===== src/rtl/bw_r_irf_window_seq.sv =====
// Per-thread active register file backed by a window store, with a
// save/restore/swap sequencer driven through a valid/ready command port.
module bw_r_irf_window_seq #(
  parameter int WIDTH = 72,
  parameter int THR_W = 2,
  parameter int WIN_W = 3
) (
  input  logic                          clk,
  input  logic                          arst_l,
  input  logic [(2**THR_W)-1:0]         wren,
  input  logic [(2**THR_W)*WIDTH-1:0]   wr_data,
  input  logic [THR_W-1:0]              rd_thread,
  output logic [WIDTH-1:0]              rd_data,
  input  logic                          cmd_vld,
  output logic                          cmd_rdy,
  input  logic [1:0]                    cmd_op,
  input  logic [THR_W-1:0]              cmd_thr,
  input  logic [WIN_W-1:0]              cmd_win_sv,
  input  logic [WIN_W-1:0]              cmd_win_rs,
  output logic                          done,
  output logic [THR_W-1:0]              done_thr
);
  localparam int NTHR  = 2**THR_W;
  localparam int DEPTH = NTHR * (2**WIN_W);
  localparam logic [1:0] OP_SAVE    = 2'b00;
  localparam logic [1:0] OP_RESTORE = 2'b01;
  localparam logic [1:0] OP_SWAP    = 2'b10;
  localparam logic [1:0] OP_RSVD    = 2'b11;

  typedef enum logic [1:0] {IDLE, XFER, LOAD} state_t;

  state_t                 state_reg, state_next;
  logic                   ready_reg;
  logic                   done_reg, done_next;
  logic [THR_W-1:0]       done_thr_reg;
  logic [1:0]             op_reg;
  logic [THR_W-1:0]       thr_reg;
  logic [WIN_W-1:0]       win_sv_reg, win_rs_reg;
  logic [WIDTH-1:0]       sbuf_reg;
  logic [WIDTH-1:0]       rdat_reg;
  logic [WIDTH-1:0]       active_reg [NTHR];
  logic [WIDTH-1:0]       store_mem  [DEPTH];
  logic                   accept, accept_op;

  assign cmd_rdy   = (state_reg == IDLE) && ready_reg;
  assign accept    = cmd_vld && cmd_rdy;
  assign accept_op = accept && (cmd_op != OP_RSVD);
  assign rd_data   = active_reg[rd_thread];
  assign done      = done_reg;
  assign done_thr  = done_thr_reg;

  always_comb begin
    state_next = state_reg;
    done_next  = 1'b0;
    case (state_reg)
      IDLE: if (accept_op) state_next = XFER;
      XFER: begin
        if (op_reg == OP_SAVE) begin
          state_next = IDLE;
          done_next  = 1'b1;
        end else begin
          state_next = LOAD;
        end
      end
      LOAD: begin
        state_next = IDLE;
        done_next  = 1'b1;
      end
      default: state_next = IDLE;
    endcase
  end

  // ready_reg holds cmd_rdy low for the first cycle after reset release
  always_ff @(posedge clk or negedge arst_l) begin
    if (!arst_l) begin
      state_reg    <= IDLE;
      ready_reg    <= 1'b0;
      done_reg     <= 1'b0;
      done_thr_reg <= '0;
      op_reg       <= OP_SAVE;
      thr_reg      <= '0;
      win_sv_reg   <= '0;
      win_rs_reg   <= '0;
      sbuf_reg     <= '0;
    end else begin
      state_reg <= state_next;
      ready_reg <= 1'b1;
      done_reg  <= done_next;
      if (done_next) done_thr_reg <= thr_reg;
      if (accept_op) begin
        op_reg     <= cmd_op;
        thr_reg    <= cmd_thr;
        win_sv_reg <= cmd_win_sv;
        win_rs_reg <= cmd_win_rs;
        sbuf_reg   <= active_reg[cmd_thr];
      end
    end
  end

  // Window store: plain RAM, no reset; same-window swap bypasses the read
  always_ff @(posedge clk) begin
    if (state_reg == XFER) begin
      if (op_reg != OP_RESTORE)
        store_mem[{thr_reg, win_sv_reg}] <= sbuf_reg;
      if ((op_reg == OP_SWAP) && (win_sv_reg == win_rs_reg))
        rdat_reg <= sbuf_reg;
      else
        rdat_reg <= store_mem[{thr_reg, win_rs_reg}];
    end
  end

  // A restore load takes priority over the pipeline write to the same thread
  always_ff @(posedge clk or negedge arst_l) begin
    if (!arst_l) begin
      for (int i = 0; i < NTHR; i++) active_reg[i] <= '0;
    end else begin
      for (int i = 0; i < NTHR; i++) begin
        if ((state_reg == LOAD) && (thr_reg == THR_W'(i)))
          active_reg[i] <= rdat_reg;
        else if (wren[i])
          active_reg[i] <= wr_data[i*WIDTH +: WIDTH];
      end
    end
  end
endmodule


===== config.mk =====
export PLATFORM = sky130hd
export DESIGN_NAME = bw_r_irf_window_seq
export DESIGN_NICKNAME = d
export VERILOG_FILES = /design/src/rtl/bw_r_irf_window_seq.sv
export SDC_FILE = /design/constraint.sdc
export NUM_CORES = 2
export LEC_CHECK = 0
export CAP_MARGIN = 15
export CORE_MARGIN = 5
export CORE_UTILIZATION = 35
export DETAILED_ROUTE_END_ITERATION = 10
export GPL_TIMING_DRIVEN = 0
export PLACE_DENSITY = 0.48
export SLEW_MARGIN = 20
export SYNTH_ARGS = -nofsm -noshare
export SYNTH_HDL_FRONTEND = slang
export SYNTH_SLANG_ARGS = --single-unit

===== constraint.sdc =====
create_clock -name clk -period 8.6 [get_ports clk]
set_input_delay 1.29 -clock clk [delete_from_list [all_inputs] [get_ports clk]]
set_output_delay 1.29 -clock clk [all_outputs]
set_load 0.02 [all_outputs]

; After elaboration in Yosys (flattened, before gate mapping)
; Memories as Yosys holds them, arrays and structs flattened.
; Index checks and enable logic that the tools add are counted.
[totals]
latch_bits = 0
mem_count = 1
input_bits = 307
elab_cells = 67
regBits = 448
romBits = 0
mem_bits_rw = 2304
[mem_list]
columns = name, words, word_bits, rd, rd_clocked_by_memory_dff, write_ports, line_no
row1 = store_mem, 32, 72, 1, 0, 1, 42  ; logic [WIDTH-1:0] store_mem [DEPTH];
[op_classes]
n_reduce_logical = 15
n_shift = 0
div = 0
n_mul = 0
n_eq_ne = 10
bitwise_logic = 2
magnitude_cmp = 2
n_addsub = 0
n_mux = 23
[op_table]
columns = cell, count
row1 = 72-bit 2-to-1 mux, 13
row2 = 72-bit binary-select mux with 2-bit select, 2
row3 = "2-bit equality test, second input constant", 4
row4 = 1-bit logical AND, 8
row5 = 2-bit nonzero test, 4
row6 = "3-bit >= comparator, second input constant", 2
row7 = 2-bit zero test, 3
row8 = 2-bit inverter with 3-bit output, 2
row9 = "2-bit by 1-bit equality test with 1-bit output, second input constant", 2
row10 = 1-bit 2-to-1 mux, 4
row11 = 2-bit 2-to-1 mux, 2
row12 = "2-bit != test, second input constant", 2
row13 = 2-bit case mux with 2 select lines, 1
row14 = 3-bit equality test, 1
row15 = "2-bit by 1-bit != test with 1-bit output, second input constant", 1
row16 = 1-bit case mux with 2 select lines, 1

; Longest topological paths before layout
[depth]
depth_word = 6
depth_mapped = 9

; Least setup slack after synthesis
; Ideal clock, no wire load.
[synth_path]
path_kind = register to register
from = reg state_reg[1]
to = mem store_mem[25][0], enable pin
required_ns = 8.009
synth_period_minus_slack_ns = 8.575
arrival_ns = 7.984
path_stages_with_launch = 5
path_slack_ns = 0.025
cell_sequence = dfrtp_1 inv_1 ha_1 nand4b_1 nor3_1
[synth_between]
elab_chain_len = 3
[synth_lines]
columns = element, line_no
row1 = "start, declared", 32  ; state_t state_reg, state_next;
row2 = "start signal, assigned", 86  ; state_reg <= state_next;
row3 = 2-bit by 1-bit equality test with 1-bit output, 102  ; if (state_reg == XFER) begin
row4 = 1-bit 2-to-1 mux, 102
row5 = 1-bit 2-to-1 mux (not written as such), 104  ; store_mem[{thr_reg, win_sv_reg}] <= sbuf_reg;
row6 = "end, declared", 42
; Every way passes these cells.

; Worst setup path after layout
[layout_path]
from = in rd_thread[1]
to = out rd_data[62]
[layout_between]
elab_chain_len = 4
[layout_lines]
columns = element, line_no
row1 = "start, declared", 12  ; input logic [THR_W-1:0] rd_thread,
row2 = 2-bit inverter with 3-bit output (not written as such), 48  ; assign rd_data = active_reg[rd_thread];
row3 = 72-bit binary-select mux with 2-bit select, 48
row4 = 72-bit 2-to-1 mux (not written as such) (2 in series), 48
row5 = "end, declared", 13  ; output logic [WIDTH-1:0] rd_data,
; Every way passes these cells. The select of a mux whose other input is x is not followed.

==> impl_metrics.yaml <==
status:
  outcome: "complete, no violations"
die:
  fp.dieW_um: 570
  dieArea_um2: 325000
  design.core.area_um2: 312000
  initial_core_util: 0.352
  pin_count: 383
  rows: 205
  die_y_um: 570
placed_design:
  io_buffers: 374
  dp_hpwl_um: 292000
  gp_congestion: 0.841
worst_hold_path:
  hold_class: "in -> async"
clock_tree:
  post_cts_resized: 0
  cts_tree: "done"
  h-tree-depth: 5
  cts_setup_buffers: 0
  path_clk_slew_ns: 0.06
  numCtsBuffers: 295
  clk_latency_ns: 0.86
  root_buffer: "clkbuf_16"
  clock_sinks: 2752
  ctsHoldBuffers: 0
  clk_path_buf_depth: 4
timing:
  drv_slew: 0
  rsz0062_at_grt: "no"
  tightest_slew_ns: 1.24
  tns_ns: 0
  holdWs_ns: 0.458
  fin_skew_ns: 0.0277
  finalHoldViolations: 0
  relSlewSlack: 0.173
  finalCritPeriodShare: 0.614
  setup-violations-final: 0
  finalCriticalPeriod_ns: 5.28
  max_freq_mhz: 189
setup_path:
  criticalPathCategory: "in -> out"
  crit_arrival_ns: 3.99
  critPathLaunchType: "primary input"
  crit_fanout: 10
  r2r_slack_ns: 4.10
  cp-end-kind: "primary output"
  r2r_cells: 8
  cp.required_ns: 7.31
finish:
  area_growth_pct: 21.2
  nNetsFinal: 7392
  fillers: 27667
  drive_gt1_frac: 0.212
  largest_register_ffs: 2304
logic_synthesis:
  avgSynthCellArea_um2: 18.0
  synth-edff-count: 2376
  synth.most_common_cell: "edfxtp_1"
  synth_fp_nets: 6412
  syn_inst: 6101
  yosys.area.top_type_share: 0.649
  ys_warn_count: 0
  synth-main-ff-cell: "edfxtp_1"
  async_flop_share: 0.137
  ys_ff_latch: 2752
  synth_cell_types: 42
  synth_seq_area_share: 0.734
  ys_top_cells_by_count: "2376 x edfxtp_1, 1069 x mux2i_1, 376 x dfrtp_1"
  synthTopCellsByArea: "edfxtp_1 65%, mux2i_1 9.7%, dfrtp_1 8.6%, mux4_2 6.8%, o22ai_1 1.6%"
  netlist_area_um2: 110000
  synth_top_area_cell: "edfxtp_1"
power:
  p_switching_mw: 16.7
  power_report.internal_total_mw: 29.5
  p_clk_frac: 0.268
  p_leak_nw: 45.9
  power_frac_comb: 0.286
  powerDensity_nw_per_um2: 347
  switching_share: 0.362
  peakVddDrop_uv: 182
  seqPwrFrac: 0.446
routing:
  drt_pass1_iterations: 6
  drtIter0Drc: 7483
  drcViolationCount: 0
  drt_wl_total_um: 410000
  vias: 64833
  drt-wirelength-per-cell_um: 35.8
  viasPerCell: 5.66
  ant_nets: 0
global_routing:
  grt_pass1_vias: 64000
  grt_usage: 0.246
  grt_pass1_wl_um: 554000
  antenna_found_initial: 32
  grt_max_degree: 91
  overflow: 0
job:
  drv_cap: 0
placed cells by master (no fill, tap or decap), types with 24 or more instances in the layout:
cell type / count
buf_6: 57
dfrtp_2: 71
nor4_2: 54
mux2_2: 84
mux2i_1: 1069
clkbuf_16: 304
buf_16: 63
buf_4: 169
clkbuf_2: 24
o21ai_0: 147
clkbuf_1: 188
buf_12: 59
clkinv_2: 42
buf_2: 187
clkdlybuf4s50_1: 373
a41oi_1: 65
nand2_1: 191
dfrtp_1: 305
nand3_1: 51
edfxtp_1: 2376
clkinv_1: 55
mux4_2: 330
o22ai_1: 288
nor2_1: 222
a21oi_1: 181
a22oi_1: 158
critical path: stages:
cell	delay, ns
clkbuf_1	0.86
clkbuf_1	0.75
mux4_2	0.45
clkdlybuf4s50_1	0.64
kinds of logic (layout without fill, tap and decap cells):
kind of cell | Yosys count | after routing | share of synthesized area
mux | 1483 | 1483 | 0.174
fa+ha+maj | 4 | 4 | 0.000455
other cells | 1 | 7 | 0.0000341
compound gates | 846 | 846 | 0.0483
simple gates | 614 | 614 | 0.0253
flops | 2752 | 2752 | 0.734
xor+xnor | 3 | 3 | 0.000239
buf+inv | 398 | 1602 | 0.0177
per-layer routing:
| metal | track usage | part of all wire | vias up |
|---|---|---|---|
| li1 | - | - | 26575 |
| met1 | 0.348 | 0.42 | 34706 |
| met2 | 0.395 | 0.47 | 3040 |
| met3 | 0.0415 | 0.080 | 508 |
| met4 | 0.0641 | 0.028 | 4 |
| met5 | 0 | 0.000066 | - |
power by group through the flow:
stage | logic (mW) | clock network, mW | registers (mW)
6_report | 13.2 | 12.4 | 20.6
5_1_grt | 13.7 | 13.1 | 20.8
4_1_cts | 13.2 | 12.6 | 20.5
3_5_place_dp | 13.2 | 0 | 20.8
3_3_place_gp | 12.6 | 0 | 20.9
2_1_floorplan | 6.79 | 0 | 19.4
final cells by class:
class                           instances  area [µm²]  area share
Antenna cell                            6        15.0    0.000113
Buffer                                394        1970      0.0148
Clock buffer                          382        8010      0.0601
Clock inverter                        139        1180     0.00883
Inverter                                4        15.0    0.000113
Multi-Input combinational cell       2951       27800       0.209
Sequential cell                      2752       80800       0.607
Tap cell                             4140        5180      0.0389
Timing Repair Buffer                  683        8240      0.0618
metrics by stage:
step           area (µm²)  cells  utilization  setup WS, ns  total power, mW
3_5_place_dp       124000  10924        0.397          3.35             34.0
3_3_place_gp       119000  10615        0.381        -12.42             33.4
5_1_grt            133000  11446        0.426          3.36             47.6
4_1_cts            133000  11445        0.426          3.35             46.3
6_report           133000  11451        0.427          3.32             46.3
2_1_floorplan      110000   6101            -        0.0249             26.2
final timing paths:
path | startpoint | end
max in group asynchronous | arst_l | sbuf_reg[30]$_DFFE_PN0P_
max | rd_thread[1] | rd_data[62]
min in group clk | done_thr[1]$_DFFE_PN0P_ | done_thr[1]$_DFFE_PN0P_
max reg2reg | thr_reg[0]$_DFFE_PN0P_ | rdat_reg[55]$_DFFE_PN_
min | arst_l | active_reg[270]$_DFFE_PN0P_
min reg2reg | done_thr[1]$_DFFE_PN0P_ | done_thr[1]$_DFFE_PN0P_
No activity file was read; power rests on OpenSTA's default activity.
